==> src/rtl/mem_stage_lsu.sv <==
// Load/store unit for the MEM stage: aligns stores onto a 64-bit bus, extracts and
// extends load data, and stalls upstream stages while a bus access is in flight.
module mem_stage_lsu #(
    parameter int DATA_WIDTH = 64,
    parameter int ADDR_WIDTH = 64
) (
    input  logic                  clk,
    input  logic                  reset,
    input  logic                  valid_in,
    input  logic                  mem_read,
    input  logic                  mem_write,
    input  logic [2:0]            funct3,
    input  logic [ADDR_WIDTH-1:0] addr,
    input  logic [DATA_WIDTH-1:0] store_data,
    input  logic [6:0]            wb_control_in,
    output logic                  req_valid,
    output logic                  req_write,
    input  logic                  req_ready,
    output logic [ADDR_WIDTH-1:0] req_addr,
    output logic [DATA_WIDTH-1:0] req_wdata,
    output logic [7:0]            req_wstrb,
    input  logic                  resp_valid,
    input  logic [DATA_WIDTH-1:0] resp_rdata,
    output logic                  stall,
    output logic                  out_valid,
    output logic [DATA_WIDTH-1:0] alu_out,
    output logic [DATA_WIDTH-1:0] mem_data_out,
    output logic [6:0]            wb_control_out,
    output logic                  misaligned_out
);

    typedef enum logic [1:0] {IDLE, REQ, WAIT, DONE} state_t;

    state_t                  state_reg, state_next;
    logic [ADDR_WIDTH-1:0]   addr_reg;
    logic [2:0]              funct3_reg;
    logic [DATA_WIDTH-1:0]   store_data_reg;
    logic [DATA_WIDTH-1:0]   alu_reg;
    logic [6:0]              wb_reg;
    logic                    is_load_reg;

    logic                    out_valid_reg;
    logic [DATA_WIDTH-1:0]   alu_out_reg;
    logic [DATA_WIDTH-1:0]   mem_data_reg;
    logic [6:0]              wb_out_reg;
    logic                    misaligned_reg;

    logic [DATA_WIDTH-1:0]   addr_as_data;
    logic                    in_is_mem;
    logic                    in_misaligned;
    logic                    accept;
    logic                    start_access;
    logic                    quick_done;
    logic [5:0]              byte_shift;
    logic [7:0]              size_mask;
    logic [DATA_WIDTH-1:0]   resp_shifted;
    logic [DATA_WIDTH-1:0]   keep_mask;
    logic                    fill_bit;
    logic [DATA_WIDTH-1:0]   load_value;

    // The ALU result arrives on the address port; fit it to the datapath width.
    generate
        if (ADDR_WIDTH >= DATA_WIDTH) begin : g_addr_trunc
            assign addr_as_data = addr[DATA_WIDTH-1:0];
        end else begin : g_addr_ext
            assign addr_as_data = {{(DATA_WIDTH-ADDR_WIDTH){1'b0}}, addr};
        end
    endgenerate

    always_comb begin
        in_misaligned = 1'b0;
        case (funct3[1:0])
            2'b01:   in_misaligned = addr[0];
            2'b10:   in_misaligned = (addr[1:0] != 2'b00);
            2'b11:   in_misaligned = (addr[2:0] != 3'b000);
            default: in_misaligned = 1'b0;
        endcase
        in_misaligned = in_misaligned & in_is_mem;
    end

    assign in_is_mem    = mem_read | mem_write;
    assign accept       = !reset && valid_in && (state_reg == IDLE || state_reg == DONE);
    assign start_access = accept && in_is_mem && !in_misaligned;
    assign quick_done   = accept && !start_access;

    always_comb begin
        state_next = state_reg;
        case (state_reg)
            IDLE, DONE: state_next = start_access ? REQ : IDLE;
            REQ:        if (req_ready) state_next = is_load_reg ? WAIT : DONE;
            WAIT:       if (resp_valid) state_next = DONE;
            default:    state_next = IDLE;
        endcase
    end

    assign stall = (state_reg == REQ) || (state_reg == WAIT) || start_access;

    // Bus payload comes only from latched state so it is stable while waiting on req_ready.
    assign byte_shift = {addr_reg[2:0], 3'b000};

    always_comb begin
        size_mask = 8'h01;
        case (funct3_reg[1:0])
            2'b00:   size_mask = 8'h01;
            2'b01:   size_mask = 8'h03;
            2'b10:   size_mask = 8'h0F;
            default: size_mask = 8'hFF;
        endcase
    end

    assign req_valid = (state_reg == REQ);
    assign req_write = (state_reg == REQ) && !is_load_reg;
    assign req_addr  = {addr_reg[ADDR_WIDTH-1:3], 3'b000};
    assign req_wdata = store_data_reg << byte_shift;
    assign req_wstrb = is_load_reg ? 8'h00 : (size_mask << addr_reg[2:0]);

    assign resp_shifted = resp_rdata >> byte_shift;

    always_comb begin
        keep_mask = '1;
        fill_bit  = 1'b0;
        case (funct3_reg[1:0])
            2'b00: begin
                keep_mask = {{(DATA_WIDTH-8){1'b0}}, 8'hFF};
                fill_bit  = resp_shifted[7];
            end
            2'b01: begin
                keep_mask = {{(DATA_WIDTH-16){1'b0}}, 16'hFFFF};
                fill_bit  = resp_shifted[15];
            end
            2'b10: begin
                keep_mask = {{(DATA_WIDTH-32){1'b0}}, 32'hFFFF_FFFF};
                fill_bit  = resp_shifted[31];
            end
            default: begin
                keep_mask = '1;
                fill_bit  = 1'b0;
            end
        endcase
        // funct3[2] selects the unsigned variants.
        fill_bit   = fill_bit & ~funct3_reg[2];
        load_value = (resp_shifted & keep_mask) | (~keep_mask & {DATA_WIDTH{fill_bit}});
    end

    always_ff @(posedge clk) begin
        if (reset) begin
            state_reg      <= IDLE;
            addr_reg       <= '0;
            funct3_reg     <= '0;
            store_data_reg <= '0;
            alu_reg        <= '0;
            wb_reg         <= '0;
            is_load_reg    <= 1'b0;
            out_valid_reg  <= 1'b0;
            alu_out_reg    <= '0;
            mem_data_reg   <= '0;
            wb_out_reg     <= '0;
            misaligned_reg <= 1'b0;
        end else begin
            state_reg     <= state_next;
            out_valid_reg <= quick_done || (state_next == DONE);

            if (accept) begin
                addr_reg       <= addr;
                funct3_reg     <= funct3;
                store_data_reg <= store_data;
                alu_reg        <= addr_as_data;
                wb_reg         <= wb_control_in;
                is_load_reg    <= mem_read;
            end

            if (quick_done) begin
                alu_out_reg    <= addr_as_data;
                mem_data_reg   <= '0;
                wb_out_reg     <= {wb_control_in[6] & ~in_misaligned, wb_control_in[5:0]};
                misaligned_reg <= in_misaligned;
            end

            if (state_reg == REQ && req_ready && !is_load_reg) begin
                alu_out_reg    <= alu_reg;
                mem_data_reg   <= '0;
                wb_out_reg     <= wb_reg;
                misaligned_reg <= 1'b0;
            end

            if (state_reg == WAIT && resp_valid) begin
                alu_out_reg    <= alu_reg;
                mem_data_reg   <= load_value;
                wb_out_reg     <= wb_reg;
                misaligned_reg <= 1'b0;
            end
        end
    end

    assign out_valid      = out_valid_reg;
    assign alu_out        = alu_out_reg;
    assign mem_data_out   = mem_data_reg;
    assign wb_control_out = wb_out_reg;
    assign misaligned_out = misaligned_reg;

endmodule

==> config.mk <==
export PLATFORM = sky130hd
export DESIGN_NAME = mem_stage_lsu
export DESIGN_NICKNAME = d
export VERILOG_FILES = /design/src/rtl/mem_stage_lsu.sv
export SDC_FILE = /design/constraint.sdc
export NUM_CORES = 1
export LEC_CHECK = 0
export ABC_AREA = 1
export CORE_MARGIN = 5
export CORE_UTILIZATION = 42
export DETAILED_ROUTE_END_ITERATION = 6
export DONT_BUFFER_PORTS = 1
export PLACE_DENSITY_LB_ADDON = 0.15
export RECOVER_POWER = 50
export SYNTH_ARGS = -nofsm -noshare
export SYNTH_HDL_FRONTEND = slang
export SYNTH_SLANG_ARGS = --single-unit
==> constraint.sdc <==
create_clock -name clk -period 1.9 [get_ports clk]
set_input_delay 0.19 -clock clk [delete_from_list [all_inputs] [get_ports clk]]
set_output_delay 0.19 -clock clk [all_outputs]
set_load 0.02 [all_outputs]
==> run_results.csv <==
group,metric,value,unit
status,outcome,"finished with violations",
status,violations,"setup timing",
cts,cts_tree,"done",
sta,fin_skew,0.0224,ns
pwr,combinationalPowerShare,0.266,
grt,grt_pass1_vias,14400,
cts,clk_pin_slew_worst_paths,0.06,ns
layout,drive_gt1_frac,0.217,
worst_setup_path,crit_fanout,15,
cts,clockRootBuffer,"clkbuf_16",
logic_synthesis,yosysWarningCount,0,
cts,clock_latency,0.59,ns
logic_synthesis,yosysUniqueCellTypes,42,
cts,cts.sinks,278,
worst_hold_path,min_path_type,"in2reg",
pwr,pwr-share-clk,0.333,
routing,drtAntennaViolNets,0,
routing,first_iter_violations,1372,
sta,rsz0062_at_grt,"true",
sta,layout_min_cycle_time,2.32,ns
pwr,internal-power,11600,uW
routing,vias,15900,
pwr,p_leak,0.00807,uW
layout,syn2layout_area_growth,35.5,%
sta,finalHoldViolCount,0,
logic_synthesis,post_synth.cell_area_avg,6.65,um^2
routing,wl_per_cell,21.3,um
grt,grt_pass1_wl,86700,um
logic_synthesis,synth_async_sr_flop_share,0,
placement,hpwl,39100,um
placement,portBuffers,0,
sta,setup-violations-final,125,
grt,grt_max_degree,210,
sta,period_share,1.22,
run,maxCapViolations,0,
pwr,seqPwrFrac,0.400,
logic_synthesis,synth_area,14700,um^2
pwr,power.net_switching,6090,uW
sta,whs,0.0276,ns
floorplan,die_area,38900,um^2
worst_setup_path,cp-end-kind,"primary output",
pwr,ir_worst_vdd,0.920,mV
routing,drcViolationCount,0,
sta,slew_headroom,0.380,
sta,max_freq,0.431,GHz
routing,routed_via_density,5.62,
floorplan,start_util,0.426,
pwr,netSwitchingFraction,0.344,
worst_setup_path,cp-start-kind,"register",
floorplan,die_h,197,um
grt,track_usage,0.278,
worst_setup_path,crit_arrival,2.13,ns
layout,nets,2564,
layout,final_util,0.577,
routing,drt_wl_total,60300,um
cts,clk_path_buf_depth,3,
placement,gp_congestion,0.959,
grt,grt.overflow.total,0,
sta,fin_ws,-0.420,ns
floorplan,coreArea,34500,um^2
floorplan,rows,68,
grt,antenna_found_initial,2,
logic_synthesis,netlist_instances,2215,
worst_setup_path,path_class,"reg2out",
routing,first_pass_iters,5,
pwr,p_per_area,888,nW/um^2
worst_setup_path,ff2ff_setup_slack,-0.17,ns
sta,tightest_slew,0.931,ns
logic_synthesis,ys_seq_area_frac,0.378,
worst_setup_path,worst_ep_required_time,1.71,ns
logic_synthesis,synth-edff-count,0,
cts,htreeDepth,1,
floorplan,io_pins,485,
cts,cts_buffers,31,
logic_synthesis,ys.flop_type,"dfxtp_1",
floorplan,die_w,197,um
logic_synthesis,synth-seq-cells,278,
sta,drv_slew,0,
==> power by group through the flow <==
| stage | Combinational (uW) | Clock (uW) | Sequential, uW |
|---|---|---|---|
| after floorplan | 2720 | 0 | 6810 |
| after global routing | 5060 | 6260 | 7140 |
| after CTS | 4100 | 6000 | 7070 |
| final | 4720 | 5900 | 7090 |
| after global placement | 3230 | 0 | 7180 |
| after detailed placement | 3270 | 0 | 7190 |
==> metrics by stage <==
| step | power (uW) | instance area, um^2 | cells | setup WS, ns | setup TNS [ns] |
|---|---|---|---|---|---|
| final | 17700 | 19900 | 2831 | -0.420 | -22.63 |
| after global routing | 18500 | 19900 | 2831 | -0.496 | -35.06 |
| after CTS | 17200 | 18900 | 2803 | -0.319 | -16.50 |
| after detailed placement | 10500 | 15300 | 2569 | -0.0517 | -0.259 |
| after global placement | 10400 | 15300 | 2569 | -0.0267 | -0.0267 |
| after floorplan | 9530 | 14700 | 2217 | 0.0174 | 0 |
==> Yosys cell counts, drive strengths merged (2+ instances only) <==
library cell	instances	area (um^2)
and2	2	12.5
nor3	2	10.0
or2	11	68.8
nand3	93	480
nand2	663	2580
a21oi	264	1400
o22ai	9	56.3
nor2	146	572
o31ai	6	45.0
ha	3	37.5
clkbuf	97	365
dfxtp	278	5570
buf	150	1010
o21a	5	37.5
o211ai	12	90.1
mux2i	6	60.1
a31oi	82	513
inv	109	414
o21ai	270	1360
==> cell usage in the layout (no fill, tap or decap), types with 11 or more instances in the layout <==
cell type / count
buf_4: 113
nor2_4: 11
nor2_2: 13
nor2_1: 121
buf_12: 28
o21ai_1: 42
clkbuf_16: 37
o211ai_1: 12
a21oi_1: 232
nand2_1: 584
inv_1: 93
buf_16: 16
buf_6: 32
a31oi_1: 80
o21ai_0: 154
nand3_1: 82
a21oi_2: 30
o21ai_4: 18
nand2_2: 65
o21ai_2: 56
dfxtp_1: 272
dlygate4sd3_1: 149
==> critical path, cell delays in order (launching register included) <==
cell      delay, ns
dfxtp_4        0.38
buf_12         0.16
buf_16         0.17
o21ai_1        0.09
o211ai_1       0.35
o21ai_1        0.17
buf_4          0.19
==> area by class of cell <==
cell class	count	area, um^2
Antenna cell	2	5.00
Timing Repair inverter	1	8.76
Tap cell	455	569
Clock inverter	12	108
Timing Repair Buffer	347	3930
Multi-Input combinational cell	1583	8390
Fill cell	3200	14600
Inverter	110	465
Sequential cell	278	5580
Clock buffer	43	881
==> worst paths after layout <==
kind / from / cells after the start / end
worst max register to register: alu_reg[0] / 15 / mem_data_out[61]
worst min register to register: store_data_reg[56] / 2 / store_data_reg[56]
worst max-delay path: alu_reg[0] / 6 / req_wdata[60]
worst min-delay path: resp_rdata[62] / 6 / mem_data_out[30]
==> timing repair <==
item                       CTS  global route
pin swaps                   28            33
hold buffers               150             0
gates cloned                15             8
hold endpoints to repair   278             0
setup endpoints to repair  121           207
gates resized for setup    213           194
setup buffers               14            19
==> logic make-up after synthesis <==
kind of cell,Yosys count,synth area share
simple gates,917,0.253
flops,278,0.378
mux,6,0.00408
compound gates,653,0.240
other cells,1,0.000255
fa+ha+maj,3,0.00255
buf+inv,357,0.122
==> layer usage <==
| layer | track usage | routed length, um |
|---|---|---|
| met1 | 0.362 | 23200 |
| met2 | 0.447 | 28200 |
| met3 | 0.0875 | 6860 |
| met4 | 0.0781 | 1990 |
| met5 | 0 | 0 |
Note: power is estimated with default switching activity, not from simulation.
